`src/rtl/serpent_pkg.sv`:
```
`default_nettype none
// ============================================================================
// Module   : serpent_pkg
// Brief    : Shared constants, enums and S-box lookup for the Serpent key
//            schedule and cipher round logic.
// Revision : 1.0
// ============================================================================
package serpent_pkg;

    localparam logic [31:0] SERPENT_PHI         = 32'h9E3779B9;
    localparam int          SERPENT_NUM_SUBKEYS = 33;
    localparam int          SERPENT_NUM_PREKEYS = 132;

    typedef enum logic [1:0] {
        KEY_LEN_128     = 2'b00,
        KEY_LEN_192     = 2'b01,
        KEY_LEN_256     = 2'b10,
        KEY_LEN_256_ALT = 2'b11
    } key_len_t;

    typedef enum logic [1:0] {
        ST_IDLE  = 2'd0,
        ST_GEN   = 2'd1,
        ST_DRAIN = 2'd2,
        ST_DONE  = 2'd3
    } ks_state_t;

    // Row s holds S-box s; entry x occupies bits [4x+3:4x].
    localparam logic [7:0][63:0] c_sbox = {
        64'h6539AC47B28E0FD1,
        64'h0A3DF19EB6485C27,
        64'h176D8E30C9A4B25F,
        64'hD7E9A4526B0C38F1,
        64'hE57A421D369C8BF0,
        64'h25B04E1DFAC39768,
        64'h43D68EB1A50972CF,
        64'hC90724DEB56A1F83
    };

    function automatic logic [3:0] sbox_nibble(input logic [2:0] sel, input logic [3:0] x);
        logic [63:0] row;
        row = c_sbox[sel];
        return row[{x, 2'b00} +: 4];
    endfunction

endpackage
`default_nettype wire

```
`src/rtl/serpent_sbox_bitslice.sv`:
```
`default_nettype none
// ============================================================================
// Module   : serpent_sbox_bitslice
// Brief    : Combinational bitsliced Serpent S-box; bit b of the four input
//            words forms one nibble (word 0 is the LSB).
// Revision : 1.0
// ============================================================================
module serpent_sbox_bitslice
    import serpent_pkg::*;
(
    input  logic [2:0]  i_sel,
    input  logic [31:0] i_x0,
    input  logic [31:0] i_x1,
    input  logic [31:0] i_x2,
    input  logic [31:0] i_x3,
    output logic [31:0] o_y0,
    output logic [31:0] o_y1,
    output logic [31:0] o_y2,
    output logic [31:0] o_y3
);

    for (genvar b = 0; b < 32; b++) begin : g_bit
        logic [3:0] w_out;
        assign w_out   = sbox_nibble(i_sel, {i_x3[b], i_x2[b], i_x1[b], i_x0[b]});
        assign o_y0[b] = w_out[0];
        assign o_y1[b] = w_out[1];
        assign o_y2[b] = w_out[2];
        assign o_y3[b] = w_out[3];
    end

endmodule
`default_nettype wire

```
`src/rtl/serpent_key_schedule_param.sv`:
```
`default_nettype none
// ============================================================================
// Module   : serpent_key_schedule_param
// Brief    : Serpent key expansion, 128/192/256-bit keys to 33 streamed
//            subkeys with valid/ready backpressure. Key-length padding is
//            built only when SERPENT_KS_KEYLEN_EN is defined.
// Revision : 1.0
// ============================================================================
module serpent_key_schedule_param
    import serpent_pkg::*;
#(
    parameter int WORDS_PER_CYCLE = 1
)
(
    input  logic         i_clk,
    input  logic         i_rst,
    input  logic         i_key_valid,
    output logic         o_key_ready,
    input  logic [255:0] i_key,
    input  logic [1:0]   i_key_len,
    output logic [127:0] o_subkey,
    output logic [5:0]   o_address,
    output logic         o_subkey_valid,
    input  logic         i_subkey_ready,
    output logic         o_busy,
    output logic         o_done
);

    if (!(WORDS_PER_CYCLE == 1 || WORDS_PER_CYCLE == 2 || WORDS_PER_CYCLE == 4)) begin : g_bad_wpc
        $error("serpent_key_schedule_param: WORDS_PER_CYCLE must be 1, 2 or 4");
    end

    ks_state_t    r_state;
    ks_state_t    w_state_next;

    logic [31:0]  r_win [0:7];
    logic [7:0]   r_idx;
    logic [127:0] r_subkey;
    logic [5:0]   r_address;
    logic         r_valid;

    logic [255:0] w_padded;
    logic [31:0]  w_ext [0:7+WORDS_PER_CYCLE];
    logic [31:0]  w_t;
    logic [7:0]   w_last_idx;
    logic [5:0]   w_sk_idx;
    logic [2:0]   w_sbox_sel;
    logic         w_accept;
    logic         w_xfer;
    logic         w_completes;
    logic         w_advance;
    logic         w_load;
    logic         w_last_subkey;
    logic [31:0]  w_y0;
    logic [31:0]  w_y1;
    logic [31:0]  w_y2;
    logic [31:0]  w_y3;

`ifdef SERPENT_KS_KEYLEN_EN
    always_comb begin
        case (key_len_t'(i_key_len))
            KEY_LEN_128: w_padded = {127'd0, 1'b1, i_key[127:0]};
            KEY_LEN_192: w_padded = {63'd0, 1'b1, i_key[191:0]};
            default:     w_padded = i_key;
        endcase
    end
`else
    logic w_unused_key_len;
    assign w_padded         = i_key;
    assign w_unused_key_len = ^i_key_len;
`endif

    // Window occupies w_ext[0..7]; the new prekeys are chained after it.
    always_comb begin
        w_t = '0;
        for (int k = 0; k < 8; k++) begin
            w_ext[k] = r_win[k];
        end
        for (int k = 0; k < WORDS_PER_CYCLE; k++) begin
            w_t = w_ext[k] ^ w_ext[k+3] ^ w_ext[k+5] ^ w_ext[k+7] ^ SERPENT_PHI
                ^ {24'd0, r_idx + 8'(k)};
            w_ext[8+k] = {w_t[20:0], w_t[31:21]};
        end
    end

    // Groups are aligned to 4, so a group completes a subkey when its last
    // word lands on an index of the form 4j+3.
    assign w_last_idx    = r_idx + 8'(WORDS_PER_CYCLE - 1);
    assign w_completes   = (w_last_idx[1:0] == 2'b11);
    assign w_sk_idx      = w_last_idx[7:2];
    assign w_sbox_sel    = 3'd3 - w_sk_idx[2:0];
    assign w_last_subkey = (w_sk_idx == 6'(SERPENT_NUM_SUBKEYS - 1));

    assign w_xfer    = r_valid && i_subkey_ready;
    assign w_accept  = i_key_valid && (r_state == ST_IDLE);
    assign w_advance = (r_state == ST_GEN) && (!w_completes || !r_valid || w_xfer);
    assign w_load    = w_advance && w_completes;

    serpent_sbox_bitslice u_sbox (
        .i_sel (w_sbox_sel),
        .i_x0  (w_ext[WORDS_PER_CYCLE + 4]),
        .i_x1  (w_ext[WORDS_PER_CYCLE + 5]),
        .i_x2  (w_ext[WORDS_PER_CYCLE + 6]),
        .i_x3  (w_ext[WORDS_PER_CYCLE + 7]),
        .o_y0  (w_y0),
        .o_y1  (w_y1),
        .o_y2  (w_y2),
        .o_y3  (w_y3)
    );

    always_ff @(posedge i_clk) begin
        if (i_rst) begin
            r_state <= ST_IDLE;
        end else begin
            r_state <= w_state_next;
        end
    end

    always_comb begin
        w_state_next = r_state;
        case (r_state)
            ST_IDLE:  if (i_key_valid)             w_state_next = ST_GEN;
            ST_GEN:   if (w_load && w_last_subkey) w_state_next = ST_DRAIN;
            ST_DRAIN: if (w_xfer)                  w_state_next = ST_DONE;
            ST_DONE:                               w_state_next = ST_IDLE;
            default:                               w_state_next = ST_IDLE;
        endcase
    end

    always_ff @(posedge i_clk) begin
        if (i_rst) begin
            for (int k = 0; k < 8; k++) begin
                r_win[k] <= '0;
            end
            r_idx     <= '0;
            r_subkey  <= '0;
            r_address <= '0;
            r_valid   <= 1'b0;
        end else begin
            if (w_accept) begin
                for (int k = 0; k < 8; k++) begin
                    r_win[k] <= w_padded[32*k +: 32];
                end
                r_idx <= '0;
            end else if (w_advance) begin
                for (int k = 0; k < 8; k++) begin
                    r_win[k] <= w_ext[k + WORDS_PER_CYCLE];
                end
                r_idx <= r_idx + 8'(WORDS_PER_CYCLE);
            end

            if (w_load) begin
                r_subkey  <= {w_y3, w_y2, w_y1, w_y0};
                r_address <= w_sk_idx;
                r_valid   <= 1'b1;
            end else if (w_xfer) begin
                r_valid <= 1'b0;
            end
        end
    end

    assign o_key_ready    = (r_state == ST_IDLE);
    assign o_busy         = (r_state != ST_IDLE);
    assign o_done         = (r_state == ST_DONE);
    assign o_subkey       = r_subkey;
    assign o_address      = r_address;
    assign o_subkey_valid = r_valid;

endmodule
`default_nettype wire

```
`config.mk`:
```
export PLATFORM = sky130hd
export DESIGN_NAME = serpent_key_schedule_param
export DESIGN_NICKNAME = d
export VERILOG_FILES = /design/src/rtl/serpent_pkg.sv /design/src/rtl/serpent_sbox_bitslice.sv /design/src/rtl/serpent_key_schedule_param.sv
export SDC_FILE = /design/constraint.sdc
export NUM_CORES = 2
export LEC_CHECK = 0
export BUFFER_PORTS_ARGS = -buffer_cell sky130_fd_sc_hd__buf_2
export CORE_MARGIN = 5
export CORE_UTILIZATION = 55
export CTS_BUF_LIST = sky130_fd_sc_hd__clkbuf_8
export DETAILED_ROUTE_END_ITERATION = 16
export PLACE_DENSITY_LB_ADDON = 0.15
export SLEW_MARGIN = 20
export SYNTH_ARGS = -nofsm -noshare
export SYNTH_HDL_FRONTEND = slang
export SYNTH_HIERARCHICAL = 1
export SYNTH_SLANG_ARGS = --single-unit
```
`constraint.sdc`:
```
create_clock -name i_clk -period 4.03 [get_ports i_clk]
set_input_delay 0.403 -clock i_clk [delete_from_list [all_inputs] [get_ports i_clk]]
set_output_delay 0.403 -clock i_clk [all_outputs]
set_load 0.01 [all_outputs]
```
-- Word-level counts from Yosys, hierarchy flattened
Memory sizes are Yosys's and may differ from the RTL's.
Cells that the tools add are included.
- memories: 2
- bits of input ports: 262
- memory bits (read-only): 512
- register bits after elaboration: 145
- memory bits (writable): 256
- logic and storage cells: 117
- output and inout port bits: 138
- bits in latches: 0
- memories (name ; depth ; bits a word ; read ports ; clocked after memory_dff ; write ports ; RTL line ; text):
    (name not given) ; 8 ; 64 ; 1 ; 0 ; 0 ; serpent_pkg.sv:42 ; row = c_sbox[sel];
    r_win ; 8 ; 32 ; 8 ; 0 ; 8 ; serpent_key_schedule_param.sv:36 ; logic [31:0] r_win [0:7];
- multiply operators: 0
- reductions and logical operators: 14
- order comparisons: 1
- multiplexer cells: 32
- equal/unequal tests: 8
- add/subtract/negate cells: 2
- shifts and indexed selects: 32
- bitwise logic cells: 21
- div/mod/pow operators: 0
- operators with widths (kind ; count):
    $shiftx 64x7->4 ; 32
    $mux 32 ; 16
    $xor 32x32->32 ; 3
    $mux 64 ; 1
    $xor 32x8->32 ; 1
    $not 20->20 ; 1
    $or 1x1->1 ; 16
    $mux 1 ; 11
    $add 8x1->8 const B ; 1
    $pmux 2 s4 ; 1
    $eq 2x2->1 const B ; 3
    $eq 6x6->1 const B ; 1
    $mux 2 ; 3
    $logic_and 1x1->1 ; 5
    $lt 3x4->1 const B ; 1
    $ne 2x2->1 const B ; 2
    $reduce_bool 2->1 ; 2
    $reduce_and 3->1 ; 1
    $sub 2x3->3 const A ; 1
    $eq 2x1->1 const B ; 1
    $logic_not 1->1 ; 2
    $logic_not 2->1 ; 1
    $logic_or 1x1->1 ; 2
    $ne 2x1->1 const B ; 1
    $reduce_or 2->1 ; 1

-- Logic depth before layout (Yosys ltp)
- word-level depth: 10
- depth in mapped cells: 18
- mapped depth without buffers: 10

-- Modules after synthesis
Netlist, hierarchy kept.
- modules (own cells, without submodules) (module ; instances ; seq. area each (um^2) ; area an instance (um^2) ; cells an instance):
    serpent_sbox_bitslice ; 1 ; 0.0 ; 24871.4 ; 3605
    serpent_key_schedule_param ; 1 ; 10590.2 ; 16380.7 ; 1332

-- Worst setup path after synthesis
No wires, ideal clock.
- path type: register -> register
- from: register r_state[0]
- to: memory r_win[0][0] (enable)
- clock period less this slack: 3.965 ns
- path slack: 0.065 ns
- arrival time: 3.494 ns
- cell stages (with the launch flop): 7
- cell sequence: dfxtp_1 inv_1 ha_1 nand2_1 nand2b_1 clkbuf_1 nand2b_1
- RTL lines (element ; RTL line ; text):
    from (decl) ; serpent_key_schedule_param.sv:33 ; ks_state_t r_state;
    from (signal assigned) ; serpent_key_schedule_param.sv:115 ; r_state <= w_state_next;
    to (decl) ; serpent_key_schedule_param.sv:36 ;

-- Final worst setup path
- from: register r_idx[3]
- to: register r_subkey[35] (netlist: o_subkey[35])
- longest elaborated chain between the ends: 4
- ends and longest elaborated chain (element ; RTL line ; text):
    from (decl) ; serpent_key_schedule_param.sv:37 ; logic [7:0] r_idx;
    from (signal assigned) ; serpent_key_schedule_param.sv:149 ; r_idx <= r_idx + 8'(WORDS_PER_CYCLE);
    $sub 2x3->3 ; serpent_key_schedule_param.sv:91 ; assign w_sbox_sel = 3'd3 - w_sk_idx[2:0];
    named net w_sbox_sel[1] ; serpent_key_schedule_param.sv:47 ; logic [2:0] w_sbox_sel;
    $mem_v2 8x64 ; n/a ;
    $mux 64 ; n/a ;
    $shiftx 64x7->4 ; serpent_pkg.sv:43 ; return row[{x, 2'b00} +: 4];
    named net w_y1[3] ; serpent_key_schedule_param.sv:55 ; logic [31:0] w_y1;
    to (signal assigned) ; serpent_key_schedule_param.sv:153 ; r_subkey <= {w_y3, w_y2, w_y1, w_y0};
    to (decl) ; serpent_key_schedule_param.sv:38 ; logic [127:0] r_subkey;
The timed path passes the listed nets, and every way through them passes these cells. The select of a mux whose other input is x is not followed.
A chain may end at the register's enable or synchronous reset.

==> results.py <==
metrics = {
    "logic_synthesis": {
        "syn_inst": 4937,
        "synthFlopType": "edfxtp_1",
        "syn-num-nets": 5213,
        "synth_area_leaders": "edfxtp_1 (19%), mux4_2 (11%), dfxtp_1 (7.0%), nand2_1 (5.7%), a22o_1 (5.5%)",
        "yosysTopAreaCellShare_pct": 18.6,
        "synth_edf_count": 256,
        "ys_seq_elements": 401,
        "avgSynthCellArea_um2": 8.36,
        "synth_top_cell_by_area": "edfxtp_1",
        "ys_seq_area_share_pct": 25.7,
        "ys_types": 98,
        "yosysWarnings": 6,
        "syn_area_um2": 41300,
        "async_reset_ff_share_pct": 0,
    },
    "routing": {
        "drtPass1Iterations": 7,
        "drt-initial-drc-count": 7845,
        "routedWlPerCell_um": 30.0,
        "dr_total_vias": 44700,
        "antenna_left": 0,
        "drc": 0,
        "totalWireLength_mm": 185,
        "vias_per_cell": 7.24,
    },
    "grt": {
        "grtUsageTotal_pct": 43.2,
        "grtUsageMet1_pct": 55.6,
        "grt_max_degree": 133,
        "grt.busiest_layer": "met2",
        "met3_usage_pct": 18.4,
        "grt_pass1_vias": 40600,
        "antenna_found_initial": 18,
        "use_met2_pct": 60.8,
        "grt_pass1_wl_mm": 267,
        "overflow": 0,
    },
    "cts": {
        "post_cts_buffers": 0,
        "cts-root-buf": "clkbuf_8",
        "cts_buffer_depth": 3,
        "cts.clk_slew.worst_paths_ns": 0.06,
        "htreeDepth": 3,
        "cts_tree": "done",
        "hold_buffers": 138,
        "cts-buffers-inserted": 72,
        "post_cts_resized": 0,
        "clkLatencyLatePin_ns": 0.77,
        "cts.sinks": 401,
    },
    "place": {
        "port_buffers": 397,
        "dpl-instance-area_um2": 43800,
        "pre_cts_ws_ns": 0.392,
        "hpwl_mm": 123,
        "placed_cells": 5895,
        "place_congestion": 1.05,
    },
    "timing": {
        "fin_crit_ns": 3.85,
        "period_share_pct": 95.6,
        "setup_viol": 0,
        "tightest_slew_ns": 1.12,
        "hold_violations": 0,
        "slew_headroom_pct": 25.1,
        "tns_ns": 0,
        "skew_ns": 0.114,
        "slew_viol_final": 0,
        "rsz0062_at_grt": "no",
        "fmax_ghz": 0.259,
        "fin_ws_ns": 0.176,
    },
    "floorplanning": {
        "rows": 100,
        "fp.coreArea_um2": 74400,
        "fp.dieArea_um2": 80600,
        "initial_core_util_pct": 55.4,
        "die_h_um": 284,
        "die_x_um": 284,
        "io_pins": 400,
    },
    "outcome": {
        "status": "complete, no violations",
    },
    "cells_and_area": {
        "stdcell_count": 6181,
        "drive_above_1_share_pct": 20.8,
        "n_fill_cell": 6453,
        "nNetsFinal": 5419,
        "final_common_cell": "nand2_1",
        "final_cell_mix": "nand2_1 (626), buf_2 (396), a21oi_1 (363)",
        "area_growth_syn_to_layout_pct": 13.3,
        "fin_area_um2": 46800,
    },
    "worst_setup_path": {
        "critPathLaunchType": "flop",
        "path_class": "flop to flop",
        "worst-path-max-fanout": 17,
        "r2r-end": "o_subkey[35]$_SDFFE_PP0P_",
        "setup.worst_path.end": "o_subkey[35]$_SDFFE_PP0P_",
        "r2r_cells": 12,
        "critical_path_arrival_ns": 4.43,
        "crit_required_ns": 4.61,
        "r2r_slack_ns": 0.18,
        "r2r_start": "r_idx[3]$_SDFFE_PP0N_",
        "endpoint_kind": "flop",
        "startpoint": "r_idx[3]$_SDFFE_PP0N_",
    },
    "flow_run": {
        "cap_violations": 0,
    },
    "power": {
        "max-vdd-ir-drop_uv": 457,
        "fin_total_pwr_mw": 32.8,
        "powerDensity_nw_per_um2": 702,
        "power_leakage_nw": 17.9,
    },
    "min_path": {
        "hold_path.class": "primary input to flop",
    },
}
stage by stage:
| stage | hold WS (ns) | utilization (%) |
|---|---|---|
| after floorplan | 0.473 | - |
| after global placement | 0.439 | 58.9 |
| after detailed placement | 0.444 | 58.9 |
| after CTS | 0.00000128 | 62.7 |
| after global routing | 0.00258 | 62.8 |
| final | 0.0117 | 62.8 |
flip-flops by register name, indices dropped and copies added (netlist names):
name            flops
o_address           6
o_subkey          128
o_subkey_valid      1
r_state             2
r_idx               8
r_win             256
synthesized netlist by cell type, drive strengths merged, types with 67 or more instances:
cell type / n
nor3: 79
nand2b: 119
o211a: 67
edfxtp: 256
o211ai: 83
xnor2: 144
inv: 78
mux4: 196
dfxtp: 145
buf: 342
mux2i: 137
nand2: 629
o21ai: 359
clkbuf: 358
a21oi: 367
a22o: 261
a211oi: 178
nor2: 260
worst min path at each step:
stage | depth (start not counted) | to | startpoint
6_report | 2 | r_win[1][80]$_DFFE_PP_ | i_key[208]
5_1_grt | 2 | r_win[1][80]$_DFFE_PP_ | i_key[208]
4_1_cts | 2 | r_win[1][55]$_DFFE_PP_ | i_key[183]
3_5_place_dp | 2 | o_subkey[76]$_SDFFE_PP0P_ | o_subkey[76]$_SDFFE_PP0P_
3_3_place_gp | 2 | o_subkey[24]$_SDFFE_PP0P_ | o_subkey[24]$_SDFFE_PP0P_
2_1_floorplan | 2 | r_idx[1]$_SDFFE_PP0N_ | r_idx[1]$_SDFFE_PP0N_
final cells by class:
cell class / count / area, µm² / area share (%)
diodes: 13 / 32.5 / 0.0696
clock buffers: 77 / 1060 / 2.27
clock inverters: 53 / 365 / 0.781
inverters: 90 / 349 / 0.747
multi-input cells: 3746 / 27200 / 58.2
flip-flops and latches: 401 / 10600 / 22.7
well taps: 969 / 1210 / 2.59
repair buffers: 832 / 5930 / 12.7
critical path: stages (launching register included):
cell and delay [ns]:
dfxtp_1 0.65, inv_6 0.16, inv_1 0.23, ha_2 0.55, buf_4 0.38, nor2_1 0.23, buf_4 0.36, a221o_1 0.35
a21oi_1 0.16, a31oi_1 0.06, mux2i_1 0.37, nand2_1 0.10, a21oi_1 0.14
metal layers:
layer / part of all wire (%) / wire [µm] / vias to the layer above
li1: - / - / 19100
met1: 36 / 66500 / 21100
met2: 40 / 74700 / 3671
met3: 16 / 30400 / 826
met4: 7.4 / 13700 / 18
met5: 0.11 / 201 / -
cell families after synthesis:
kind of cell	synth area share (%)
buffers and inverters	8.70
multiplexers	14.5
AND/OR/NAND/NOR	14.6
XOR/XNOR	4.01
adder cells (fa/ha/maj)	0.425
AO/OA/AOI/OAI	32.1
flip-flops	25.7
report_power, final:
group,switching (mW),internal [mW],leakage [nW]
Combinational,12.7,8.56,13.1
Clock,2.00,1.99,0.820
Sequential,1.86,5.70,3.98
(Power assumes the default switching activity.)
